===== config.mk =====
export PLATFORM = sky130hd
export DESIGN_NAME = cpu_run_ctrl
export DESIGN_NICKNAME = d
export VERILOG_FILES = /design/src/rtl/cpu_run_ctrl.sv
export SDC_FILE = /design/constraint.sdc
export NUM_CORES = 1
export LEC_CHECK = 0
export ABC_AREA = 1
export BUFFER_PORTS_ARGS = -buffer_cell sky130_fd_sc_hd__buf_2
export CAP_MARGIN = 20
export CELL_PAD_IN_SITES_DETAIL_PLACEMENT = 1
export CELL_PAD_IN_SITES_GLOBAL_PLACEMENT = 2
export CORE_MARGIN = 4
export CORE_UTILIZATION = 26
export DETAILED_ROUTE_END_ITERATION = 6
export PLACE_DENSITY_LB_ADDON = 0.05
export REMOVE_ABC_BUFFERS = 1
export SYNTH_ARGS = -nofsm -noshare
export SYNTH_HDL_FRONTEND = slang
export SYNTH_SLANG_ARGS = --single-unit

===== constraint.sdc =====
create_clock -name clk -period 4.6 [get_ports clk]
set_input_delay 0 -clock clk [delete_from_list [all_inputs] [get_ports clk]]
set_output_delay 0 -clock clk [all_outputs]
set_load 0.03 [all_outputs]

===== src/rtl/cpu_run_ctrl.sv =====
// Session sequencer for the pipelined core: loads imem/dmem over a valid/ready stream,
// runs the core for a fixed cycle count, then streams a dmem region back out.
module cpu_run_ctrl #(
    parameter int unsigned IMEM_WORDS = 128,
    parameter int unsigned DMEM_WORDS = 128,
    parameter int unsigned LEN_W      = 8
) (
    input  logic             clk,
    input  logic             rst,
    input  logic             start,
    input  logic [LEN_W-1:0] imem_len,
    input  logic [LEN_W-1:0] dmem_len,
    input  logic [31:0]      run_cycles,
    input  logic [LEN_W-1:0] dump_len,
    input  logic             in_valid,
    output logic             in_ready,
    input  logic [63:0]      in_data,
    output logic             out_valid,
    input  logic             out_ready,
    output logic [63:0]      out_data,
    output logic             cpu_arst_n,
    output logic             cpu_enable,
    output logic [63:0]      addr_ext,
    output logic             wen_ext,
    output logic             ren_ext,
    output logic [31:0]      wdata_ext,
    output logic [63:0]      addr_ext_2,
    output logic             wen_ext_2,
    output logic             ren_ext_2,
    output logic [63:0]      wdata_ext_2,
    input  logic [63:0]      rdata_ext_2,
    output logic             busy,
    output logic             done
);

    typedef enum logic [2:0] {
        StIdle, StLoadI, StLoadD, StRun, StDumpRd, StDumpWait, StDumpOut, StDone
    } state_e;

    localparam logic [LEN_W-1:0] ImemMax = LEN_W'(IMEM_WORDS);
    localparam logic [LEN_W-1:0] DmemMax = LEN_W'(DMEM_WORDS);
    localparam logic [LEN_W-1:0] LenOne  = LEN_W'(1);

    state_e           state_q, state_d;
    logic [LEN_W-1:0] idx_q, ilen_q, dlen_q, plen_q;
    logic [31:0]      cnt_q, run_q;
    logic [63:0]      out_data_q;
    logic             cpu_arst_n_q, cpu_enable_q;
    logic             last_i, last_d, last_run, last_dump;
    logic [63:0]      addr_w4, addr_w8;

    // First phase with nonzero length, in session order.
    function automatic state_e first_phase(input logic i_nz, input logic d_nz,
                                           input logic r_nz, input logic p_nz);
        if (i_nz)      return StLoadI;
        else if (d_nz) return StLoadD;
        else if (r_nz) return StRun;
        else if (p_nz) return StDumpRd;
        else           return StDone;
    endfunction

    assign last_i    = (idx_q == ilen_q - LenOne);
    assign last_d    = (idx_q == dlen_q - LenOne);
    assign last_dump = (idx_q == plen_q - LenOne);
    assign last_run  = (cnt_q == run_q - 32'd1);
    assign addr_w4   = {{(62 - LEN_W){1'b0}}, idx_q, 2'b00};
    assign addr_w8   = {{(61 - LEN_W){1'b0}}, idx_q, 3'b000};

    always_ff @(posedge clk) begin
        if (rst) state_q <= StIdle;
        else     state_q <= state_d;
    end

    always_comb begin
        state_d = state_q;
        case (state_q)
            StIdle:     if (start) state_d = first_phase(imem_len != '0, dmem_len != '0,
                                                         run_cycles != '0, dump_len != '0);
            StLoadI:    if (in_valid && last_i)
                            state_d = first_phase(1'b0, dlen_q != '0, run_q != '0, plen_q != '0);
            StLoadD:    if (in_valid && last_d)
                            state_d = first_phase(1'b0, 1'b0, run_q != '0, plen_q != '0);
            StRun:      if (last_run) state_d = (plen_q != '0) ? StDumpRd : StDone;
            StDumpRd:   state_d = StDumpWait;
            StDumpWait: state_d = StDumpOut;
            StDumpOut:  if (out_ready) state_d = last_dump ? StDone : StDumpRd;
            StDone:     state_d = StIdle;
            default:    state_d = StIdle;
        endcase
    end

    always_ff @(posedge clk) begin
        if (rst) begin
            idx_q        <= '0;
            cnt_q        <= '0;
            ilen_q       <= '0;
            dlen_q       <= '0;
            plen_q       <= '0;
            run_q        <= '0;
            out_data_q   <= '0;
            cpu_arst_n_q <= 1'b0;
            cpu_enable_q <= 1'b0;
        end else begin
            // Core controls follow the upcoming state so they line up with it exactly.
            cpu_enable_q <= (state_d == StRun);
            cpu_arst_n_q <= (state_d inside {StRun, StDumpRd, StDumpWait, StDumpOut, StDone});
            case (state_q)
                StIdle: if (start) begin
                    idx_q  <= '0;
                    cnt_q  <= '0;
                    ilen_q <= (imem_len > ImemMax) ? ImemMax : imem_len;
                    dlen_q <= (dmem_len > DmemMax) ? DmemMax : dmem_len;
                    plen_q <= (dump_len > DmemMax) ? DmemMax : dump_len;
                    run_q  <= run_cycles;
                end
                StLoadI:    if (in_valid) idx_q <= last_i ? '0 : idx_q + LenOne;
                StLoadD:    if (in_valid) idx_q <= last_d ? '0 : idx_q + LenOne;
                StRun:      cnt_q <= last_run ? '0 : cnt_q + 32'd1;
                StDumpWait: out_data_q <= rdata_ext_2;
                StDumpOut:  if (out_ready) idx_q <= idx_q + LenOne;
                StDone:     idx_q <= '0;
                default:    ;
            endcase
        end
    end

    always_comb begin
        in_ready    = 1'b0;
        out_valid   = 1'b0;
        wen_ext     = 1'b0;
        addr_ext    = '0;
        wdata_ext   = '0;
        wen_ext_2   = 1'b0;
        ren_ext_2   = 1'b0;
        addr_ext_2  = '0;
        wdata_ext_2 = '0;
        done        = 1'b0;
        case (state_q)
            StLoadI: begin
                in_ready = 1'b1;
                if (in_valid) begin
                    wen_ext   = 1'b1;
                    addr_ext  = addr_w4;
                    wdata_ext = in_data[31:0];
                end
            end
            StLoadD: begin
                in_ready = 1'b1;
                if (in_valid) begin
                    wen_ext_2   = 1'b1;
                    addr_ext_2  = addr_w8;
                    wdata_ext_2 = in_data;
                end
            end
            StDumpRd: begin
                ren_ext_2  = 1'b1;
                addr_ext_2 = addr_w8;
            end
            StDumpOut: out_valid = 1'b1;
            StDone:    done = 1'b1;
            default:   ;
        endcase
    end

    assign ren_ext    = 1'b0;
    assign busy       = (state_q != StIdle);
    assign out_data   = out_data_q;
    assign cpu_arst_n = cpu_arst_n_q;
    assign cpu_enable = cpu_enable_q;

endmodule


[Word level (Yosys, flattened, before mapping)]
Index checks and enable logic that the tools add are counted.
Word-level totals
  word-level logic and storage cells: 99
  memory bits (writable): 0
  output and inout port bits: 298
  register bits after elaboration: 165
  bits in read-only memories: 0
  bits of input ports: 189
  latch bits: 0
  memories: 0
Cells by class
  multipliers: 0
  shift-type cells: 0
  reduce and logical (&&, ||, !) cells: 18
  multiplexer cells: 42
  bitwise logic cells: 0
  $add $sub $neg: 6
  div/mod/pow operators: 0
  eq/ne operators: 20
  order comparisons: 3
Operator list (count)
  $mux 32: 4
  $mux 64: 2
  $mux 8: 9
  $pmux 32 s2: 1
  $reduce_bool 32->1: 2
  $pmux 8 s5: 1
  $reduce_bool 8->1: 5
  $add 32x1->32 const B: 1
  $eq 32x32->1: 1
  $sub 32x1->32 const B: 1
  $mux 3: 10
  $eq 3x3->1 const B: 8
  $eq 8x8->1: 3
  $gt 8x8->1 const B: 3
  $pmux 3 s8: 1
  $sub 8x1->8 const B: 3
  $pmux 11 s2: 1
  $mux 10: 2
  $mux 11: 1
  $reduce_bool 5->1: 2
  $eq 3x2->1 const B: 3
  $add 8x1->8 const B: 1
  $ne 2x2->1 const B: 4
  $mux 1: 7
  9 further kinds: 13

[Longest topological paths before layout]
Gate-level depths: netlist (run 1).
  word-level depth: 9
  mapped depth: 18

[Worst setup path after synthesis (run 1)]
Ideal clock, no wire load.
  path kind: register -> output
  start: reg state_q[1]
  end: out wdata_ext_2[10]
  cell stages (with the launch flop): 10
  buffers on the path: 1
  path slack: 2.463 ns
  data arrival time: 2.137 ns
  cells stage by stage: dfxtp_1 > inv_1 > nor2_1 > inv_1 > nor2_1 > inv_2 > nor2_1 > inv_2 > clkbuf_1 > nor2_1
Between the ends
  longest elaborated chain between the ends: 2
Ends and longest elaborated chain
  from (decl): RTL line 44  | state_e state_q, state_d;
  from (signal assigned): RTL line 70  | if (rst) state_q <= StIdle;
  from (signal assigned): RTL line 71  | else state_q <= state_d;
  $eq 3x2->1: RTL line 138  | case (state_q)
  $mux 64: RTL line 138
  to (decl): RTL line 30  | output logic [63:0] wdata_ext_2,
No other way between the ends.

[Worst setup path after layout (run 1)]
  start: reg state_q[0]
  end: reg plen_q[6]
Between the ends
  longest elaborated chain between the ends: 2
Ends and longest elaborated chain
  $logic_not 3->1: RTL line 107  | case (state_q)
  $reduce_and 2->1 (no source line)
  to (signal assigned): RTL line 113  | plen_q <= (dump_len > DmemMax) ? DmemMax : dump_len;
  to (decl): RTL line 45  | logic [LEN_W-1:0] idx_q, ilen_q, dlen_q, plen_q;
No other way between the ends.
A chain may end at the register's enable or synchronous reset.

==> metrics, run 1 <==
Design Power 4.12 mW; dpl cell area 12800 um^2; CP Capture Type flop; multi-input logic area 6330 um^2; final net count 2368; vias in the first global route 12400; Hold WC Path Type primary input to flop; post-CTS setup buffers 0; final setup fails 0; Mapped Avg Cell Area 6.38 um^2; All-Layer GR Usage 19.5%; H-tree depth 4; FF+latch count, synth 165; P_leak 7.40 nW; final instance area 14700 um^2; Hold Vio Cnt, Final 0; CTS tree yes; Synth cell types 48; global-route wire length before repair 69900 um; Peak supply drop 0.000256 V; Die Span Y 213 um; row count 74; Core ar. 41200 um^2; maximum clock frequency 0.298 GHz; max_cap viols 0; Synth Instances 1714; WL final 46100 um; clk slew on worst S/H paths 0.07 ns; DR WL/cell 17.0 um; Worst-Margin Slew 0.978 ns; Slew Limit Fails 0; RSZ-0062 raised after global routing no; status complete, no violations; Worst EP arrival 3.72 ns; drc violations 0; area of the die 45400 um^2; Setup CP Type flop to flop; number of port buffers 373; Synth Flop Type dfxtp_1; vias 12200; Slew HR 34.8%; initial core utilization 26.5%; GP Congestion 0.855; router iterations before antenna repair 5; initial antenna violation count 2; Area Growth Syn to Fin 34.9%; post-cts gate resize count 0; Via density 4.47; Critical Path Fanout Max 42; layout cells sized above 1 21.6%; Fillers 5387; post-synth top area share 30.2%; clk sinks 165; antenna-violating nets left 0; Synthesis Warnings 0; FF+latch area 3300 um^2; Clock Tree Buf Depth 2; minimum clock period 3.35 ns; Die W 213 um; Clock Skews 0.00996 ns; fraction of registers with async set/reset 0%; # hold bufs at CTS 130; part of the cycle the worst path needs 72.9%; starting DRC count in detailed routing 428; dpl hpwl 35500 um; Final Util 35.8%; largest net degree at the start of global routing 67; CTS buffer count 17; synthesized area 10900 um^2; Skew-Pair Late Insertion Delay 0.44 ns; root buffer cell clkbuf_16; sequential cell area fraction in the yosys report 30.2%; Setup crit start kind flop; pwr dens 279 nW/um^2; Post-synth EDFFs 0; Worst EP required 4.97 ns; top cells by area, synth dfxtp_1, nor2_1, nand2_1; cell type with the largest total area after synthesis dfxtp_1; Ports 487; GRT overflow 0
## flip-flops by register name, indices dropped and copies added (netlist names)
signal,cells
plen_q,8
run_q,32
cpu_arst_n,1
state_q,3
idx_q,8
dlen_q,8
cpu_enable,1
ilen_q,8
out_data,64
cnt_q,32
## worst paths after layout
path,from,end,slack [ns],cells after the start
worst min-delay path,dmem_len[7],state_q[1],0.06,5
worst max register to register,state_q[0],plen_q[6],1.25,11
worst min register to register,cnt_q[6],cnt_q[6],0.48,2
worst max-delay path,state_q[0],plen_q[6],1.25,11
## cell families after synthesis
family | after synthesis | share of synthesized area [%]
DFF | 165 | 30.2
xor gates and xnor gates | 76 | 6.21
adders and majority gates | 8 | 0.915
and+or+nand+nor | 893 | 35.4
AOI/OAI and AO/OA | 230 | 11.5
buffers and inverters | 341 | 15.8
other | 1 | 0.0343
## final cells by class
type / count / share of cell area, %
diodes: 2 / 0.0339
clock buffers: 23 / 3.31
clock inverters: 8 / 0.925
inverters: 156 / 3.97
multi-input cells: 1320 / 43.0
flip-flops and latches: 165 / 22.4
well taps: 532 / 4.51
repair buffers: 511 / 21.9
## cells in the mapped netlist, types with 4 or more instances
| library cell | instances |
|---|---|
| dfxtp_1 | 165 |
| inv_2 | 10 |
| a211oi_1 | 13 |
| buf_2 | 4 |
| xnor2_1 | 22 |
| nand3b_1 | 17 |
| o21ai_1 | 4 |
| o211ai_2 | 4 |
| nor3_1 | 24 |
| o21bai_1 | 5 |
| nand4_1 | 35 |
| nand2_2 | 11 |
| xor2_1 | 53 |
| nor2_4 | 6 |
| ha_1 | 8 |
| nand2_1 | 281 |
| or2_2 | 10 |
| buf_4 | 115 |
| nor2_2 | 9 |
| nand3_1 | 61 |
| nor2_1 | 410 |
| a21oi_1 | 76 |
| inv_1 | 145 |
| clkbuf_1 | 61 |
| o21ai_0 | 118 |
| nor4_1 | 14 |
## power by group
group	switching [mW]	internal, mW
registers	0.0601	1.48
clock network	0.635	0.921
logic	0.673	0.353
## cells in the final DEF, fill, tap and decap left out, types with 23 or more instances in the layout
master         instances
a21oi_1               76
buf_2                373
conb_1               113
dfxtp_1              165
dlygate4sd3_1        130
inv_1                144
nand2_1              281
nand3_1               61
nand4_1               35
nor2_1               409
nor3_1                23
o21ai_0              118
xor2_1                53
## layer usage
metal / global-route usage (%) / up-vias / wire, um
met5: 0 / - / 0
met4: 4.20 / 0 / 693
met3: 5.47 / 33 / 2960
met2: 33.2 / 342 / 22000
met1: 24.5 / 5649 / 20500
li1: - / 6130 / -
## through the flow
step,hold slack [ns],TNS [ns],setup slack (ns),cells
after floorplan,0.0691,-1.01,-0.0158,1641
after global placement,0.222,0,1.75,2554
after detailed placement,0.230,0,1.67,2554
after CTS,0.0261,0,1.21,2715
after global routing,0.0680,0,0.959,2717
final,0.0560,0,1.25,2717
## worst max-delay path: stages, from the launching register on
cell and delay (ns):
dfxtp_1 0.37, nor2_1 0.17, inv_1 0.07, nor2_1 0.15, inv_2 0.08, nor2_4 0.47
inv_2 0.45, buf_4 0.39, nor2_1 0.30, nand2_1 0.08, dlygate4sd3_1 0.56, a21oi_1 0.13
No activity file was read; power rests on OpenSTA's default activity.
==> run 2, diff against run 1 <==
CORE_UTILIZATION = 24   (was 26)
clock period = 3.2 ns   (was 4.6 ns; I/O delays follow)
==> metrics, run 2 (synthesized netlist as in run 1, its figures left out) <==
CP Capture Type flop; minimum clock period 2.73 ns (-0.628 ns); All-Layer GR Usage 19.0% (-0.46 points); final setup fails 0 (unchanged); clk slew on worst S/H paths 0.07 ns (about the same); Ports 487 (unchanged); DR top layer met4; H-tree depth 4 (unchanged); GRT overflow 0 (unchanged); max reg flops 64 (unchanged); Slew Limit Fails 0 (unchanged); worst r2r src run_q[0]; # hold bufs at CTS 139 (+6.9%); max_cap viols 0 (unchanged); maximum clock frequency 0.367 GHz (+23%); initial core utilization 24.5% (-2.0 points); slowest CP cell dfxtp_1; Setup crit start kind flop; Die Span Y 221 um (+3.9%); Worst Hold Launch imem_len[7]; antenna-violating nets left 0 (unchanged); largest net degree at the start of global routing 79 (+18%); part of the cycle the worst path needs 85.2% (+12 points); vias 12100 (-0.26%); met3 routed WL 3020 um (+2.0%); row count 77 (+4.1%); number of port buffers 373 (unchanged); RSZ-0062 raised after global routing no; Worst Path Buf+Inv 2 (-3); final net count 2386 (+0.76%); Design Power 6.01 mW (+46%); Core ar. 44600 um^2 (+8.3%); r2r endpoint cnt_q[11]; drc violations 0 (unchanged); Clock Tree Buf Depth 2 (unchanged); status complete, no violations; layout cells sized above 1 22.0% (+0.36 points); Area Growth Syn to Fin 37.5%; FF+latch area 3300 um^2 (unchanged); router iterations before antenna repair 4 (-1); Skew-Pair Late Insertion Delay 0.49 ns (+0.05 ns); reg2reg setup slack 0.47 ns (-0.77 ns); root buffer cell clkbuf_16; Setup CP Type flop to flop; delay of the slowest cell on the worst path 0.31 ns (-0.25 ns); DR WL met2 22400 um (+1.8%); post-cts gate resize count 0 (unchanged); initial antenna violation count 1 (-1); DR WL/cell 17.0 um (about the same); dpl hpwl 36800 um (+3.6%); multi-input logic area 6330 um^2 (unchanged); Hold WC Path Type primary input to flop; Clock Skews 0.0215 ns (+0.0115 ns); Worst EP required 3.53 ns (-1.44 ns); delay-heaviest family, CP simple AND/OR/NAND/NOR gates; post-CTS setup buffers 0 (unchanged); Post-Route M1 WL 21400 um (+4.7%); GP Congestion 0.818 (-4.4%); Worst-Margin Slew 0.815 ns (-0.162 ns); P_leak 7.51 nW (+1.4%); starting DRC count in detailed routing 389 (-9.1%); CP cell instances inv_1, ha_1, nand3_2, nor2_4, nand2_1, xor2_1, nor2_1, nand3b_1, nor2_2, nand2_2, buf_12, o2111ai_1, a21oi_1; Slew HR 45.7% (+11 points); vias in the first global route 12800 (+2.8%); pwr dens 400 nW/um^2 (+43%); most frequent cells in the layout nor2_1, buf_2, nand2_1, dfxtp_1, inv_1; FF-to-FF path depth 13 (+2); CTS tree yes; Hold EP ilen_q[7]; Peak supply drop 0.000297 V (+16%); Die W 221 um (+3.9%); Min-Delay Path Depth 4 (-1); global-route wire length before repair 74500 um (+6.6%); commonest non-fill, non-tap cell in the layout nor2_1; total negative setup slack 0 ns (unchanged); Fillers 5734 (+6.4%); Worst EP arrival 3.06 ns (-0.66 ns); Critical Path Fanout Max 18 (-57%); WL final 47500 um (+3.0%); Via density 4.34 (-3.0%); Hold Vio Cnt, Final 0 (unchanged); clk sinks 165 (unchanged); CTS buffer count 17 (unchanged); CP Launch Point run_q[0]; area of the die 49000 um^2 (+8.0%)
-- run 2: cell types whose count changed in the layout (fill, tap and decap cells not counted), sizes merged --
cell	before	now
buf	381	390
inv	159	162
clkinv	2	5
dlygate4sd3	130	139
clkinvlp	0	1
diode	2	1
clkbuf	23	17
-- run 2: worst max path at each step --
stage / endpoint / cells after the start
floorplan: out_data[0] / 5
global placement: cnt_q[11] / 14
detailed placement: cnt_q[11] / 14
CTS: wdata_ext_2[30] / 9
global route: wdata_ext_2[30] / 9
finish: cnt_q[11] / 13
-- run 2: per-stage QoR --
stage	cell area, um^2	setup slack (ns)	hold slack (ns)	instances	utilization (%)
after global routing	15000	0.118	0.0611	2795	33.7
after global placement	13000	0.518	0.223	2622	29.1
final	15000	0.474	0.0594	2795	33.7
after detailed placement	13000	0.454	0.230	2623	29.1
after CTS	15000	0.359	0.0123	2794	33.7
after floorplan	10200	-1.42	0.0691	1641	-
-- run 2: area by class of cell --
cell class	instances	area share, %
Sequential cell	165	22.0
Tap cell	592	4.93
Clock inverter	15	1.40
Antenna cell	1	0.0166
Clock buffer	17	2.83
Timing Repair Buffer	529	22.8
Inverter	156	3.90
Multi-Input combinational cell	1320	42.1
-- run 2: report_power, final --
group          total [mW]  internal (mW)  switching (mW)
clock                2.30           1.26            1.04
sequential           2.20           2.12          0.0801
combinational        1.51          0.528           0.984
total                6.01           3.91            2.10
-- run 2: worst min-delay path: stages --
cell	delay, ns
buf_2	0.12
nor2_1	0.12
inv_1	0.12
o211a_1	0.14
-- run 2: per-layer routing --
layer  GRT usage (%)  vias to the layer above
li1                -                     6171
met1            23.8                     5586
met2            32.1                      330
met3            5.50                       36
met4            4.86                        0
met5               0                        -
==> run 3, diff against run 2 <==
BUFFER_PORTS_ARGS = unset   (was -buffer_cell sky130_fd_sc_hd__buf_2)
CORE_AREA = 2 2 188 190   (was unset)
CORE_MARGIN = unset   (was 4)
CORE_UTILIZATION = unset   (was 24)
DIE_AREA = 0 0 190 192   (was unset)
DONT_BUFFER_PORTS = 1   (was unset)
==> metrics, run 3 (synthesized netlist as in run 1, its figures left out) <==
status complete, no violations; Setup CP Type flop to primary output; CTS tree yes; initial core utilization 31.9% (+7.4 points); Skew-Pair Late Insertion Delay 0.44 ns (-0.05 ns); H-tree depth 4 (unchanged); global-route wire length before repair 65300 um (-12%); layout cells sized above 1 9.71% (-12 points); GRT overflow 0 (unchanged); Worst EP required 3.20 ns (-0.33 ns); Area Growth Syn to Fin 24.1%; clk slew on worst S/H paths 0.08 ns (about the same); multi-input logic area 6360 um^2 (+0.41%); CTS buffer count 17 (unchanged); Die Span Y 192 um (-13%); vias 11200 (-7.5%); row count 68 (-12%); worst r2r src run_q[0]; Clock Tree Buf Depth 2 (unchanged); part of the cycle the worst path needs 91.8% (+6.6 points); router iterations before antenna repair 5 (+1); root buffer cell clkbuf_16; Setup WS post-layout 0.262 ns (-0.212 ns); dpl hpwl 32200 um (-12%); final setup fails 0 (unchanged); hold slack 0.00391 ns (-0.0555 ns); Final Instance Count excl. Fillers 2363 (-15%); GP Congestion 0.820 (+0.21%); FF+latch area 3300 um^2 (unchanged); Slew Limit Fails 0 (unchanged); commonest non-fill, non-tap cell in the layout nor2_1; Ports 487 (unchanged); DR WL/cell 18.3 um (+7.5%); pre-CTS WS 0.471 ns (+0.0169 ns); most frequent cells in the layout nor2_1, nand2_1, dfxtp_1, inv_1, dlygate4sd3_1; RSZ-0062 raised after global routing yes; Via density 4.75 (+9.4%); drc violations 0 (unchanged); Hold WC Path Type primary input to flop; Setup crit start kind flop; area of the die 36500 um^2 (-26%); P_leak 6.13 nW (-18%); Placed Cells 2184 (-17%); largest net degree at the start of global routing 77 (-2.5%); clk sinks 165 (unchanged); number of port buffers 0 (-100%); CP Capture Type primary output; maximum clock frequency 0.340 GHz (-7.2%); Hold Vio Cnt, Final 0 (unchanged); starting DRC count in detailed routing 347 (-11%); vias in the first global route 11600 (-9.4%); total negative setup slack 0 ns (unchanged); initial antenna violation count 2 (+1); minimum clock period 2.94 ns (+0.212 ns); Worst-Margin Slew 1.00 ns (+0.186 ns); antenna-violating nets left 0 (unchanged); WL final 43200 um (-9.1%); Peak supply drop 0.000371 V (+25%); Fillers 4440 (-23%); Worst Hold Launch dump_len[2]; Slew HR 33.2% (-12 points); Worst EP arrival 2.94 ns (-0.12 ns); max reg flops 64 (unchanged); Critical Path Fanout Max 32 (+14); All-Layer GR Usage 23.0% (+4.0 points); final net count 2090 (-12%); Core ar. 34300 um^2 (-23%); max_cap viols 0 (unchanged); Clock Skews 0.0142 ns (-0.00724 ns); pwr dens 420 nW/um^2 (+5.1%); CP Launch Point state_q[0]; Die W 190 um (-14%)
run 3: cell count changes in the layout (fill, tap and decap cells not counted), moves of 3 or more:
cell and delta:
dlygate4sd3_1 +4, buf_4 +73, inv_8 +4, inv_6 -3, bufinv_16 -3, buf_2 -373
run 3: final cells by class:
class	instances	area share, %
repair buffers	233	15.9
flip-flops and latches	165	24.3
clock inverters	14	1.16
diodes	2	0.0369
clock buffers	18	3.24
well taps	455	4.19
inverters	156	4.31
multi-input cells	1320	46.9
run 3: where the power goes:
part           total, mW  switching, mW  internal, mW
Sequential          2.20         0.0820          2.12
Clock               2.11           1.04          1.07
Combinational       1.39          0.929         0.464
run 3: metrics by stage:
stage | power [mW] | instance area [um^2] | util [%]
2_1_floorplan | 3.15 | 10200 | -
3_3_place_gp | 3.45 | 11500 | 33.4
3_5_place_dp | 3.46 | 11500 | 33.4
4_1_cts | 5.77 | 13500 | 39.4
5_1_grt | 6.03 | 13600 | 39.6
6_report | 5.71 | 13600 | 39.6
run 3: critical path, stage by stage (launching register included):
cell and delay, ns:
dfxtp_1 0.45, inv_1 0.12, nor3_1 0.38, inv_1 0.18, nor2_1 0.12, buf_4 0.17
inv_1 0.42, nor2_1 0.42, buf_4 0.23
run 3: path summary, 6_finish.rpt:
kind / slack (ns) / cells after the start / end
worst max register to register: 0.28 / 13 / cnt_q[11]
worst max-delay path: 0.26 / 8 / wdata_ext[12]
worst min-delay path: 0.004 / 5 / plen_q[2]
worst min register to register: 0.50 / 2 / run_q[31]
run 3: per-layer routing:
metal  vias up  GRT usage, %  wire, um
met5         -             0         0
met4         0          5.96       729
met3        28          5.04      2400
met2       310          40.2     21100
met1      5287          28.6     18900
li1       5589             -         -
run 3: timing repair:
item,CTS,global route
hold buffers,144,0
buffers inserted,0,0
endpoints found under the hold margin,164,0
setup endpoints to repair,0,3
resized for setup,0,4
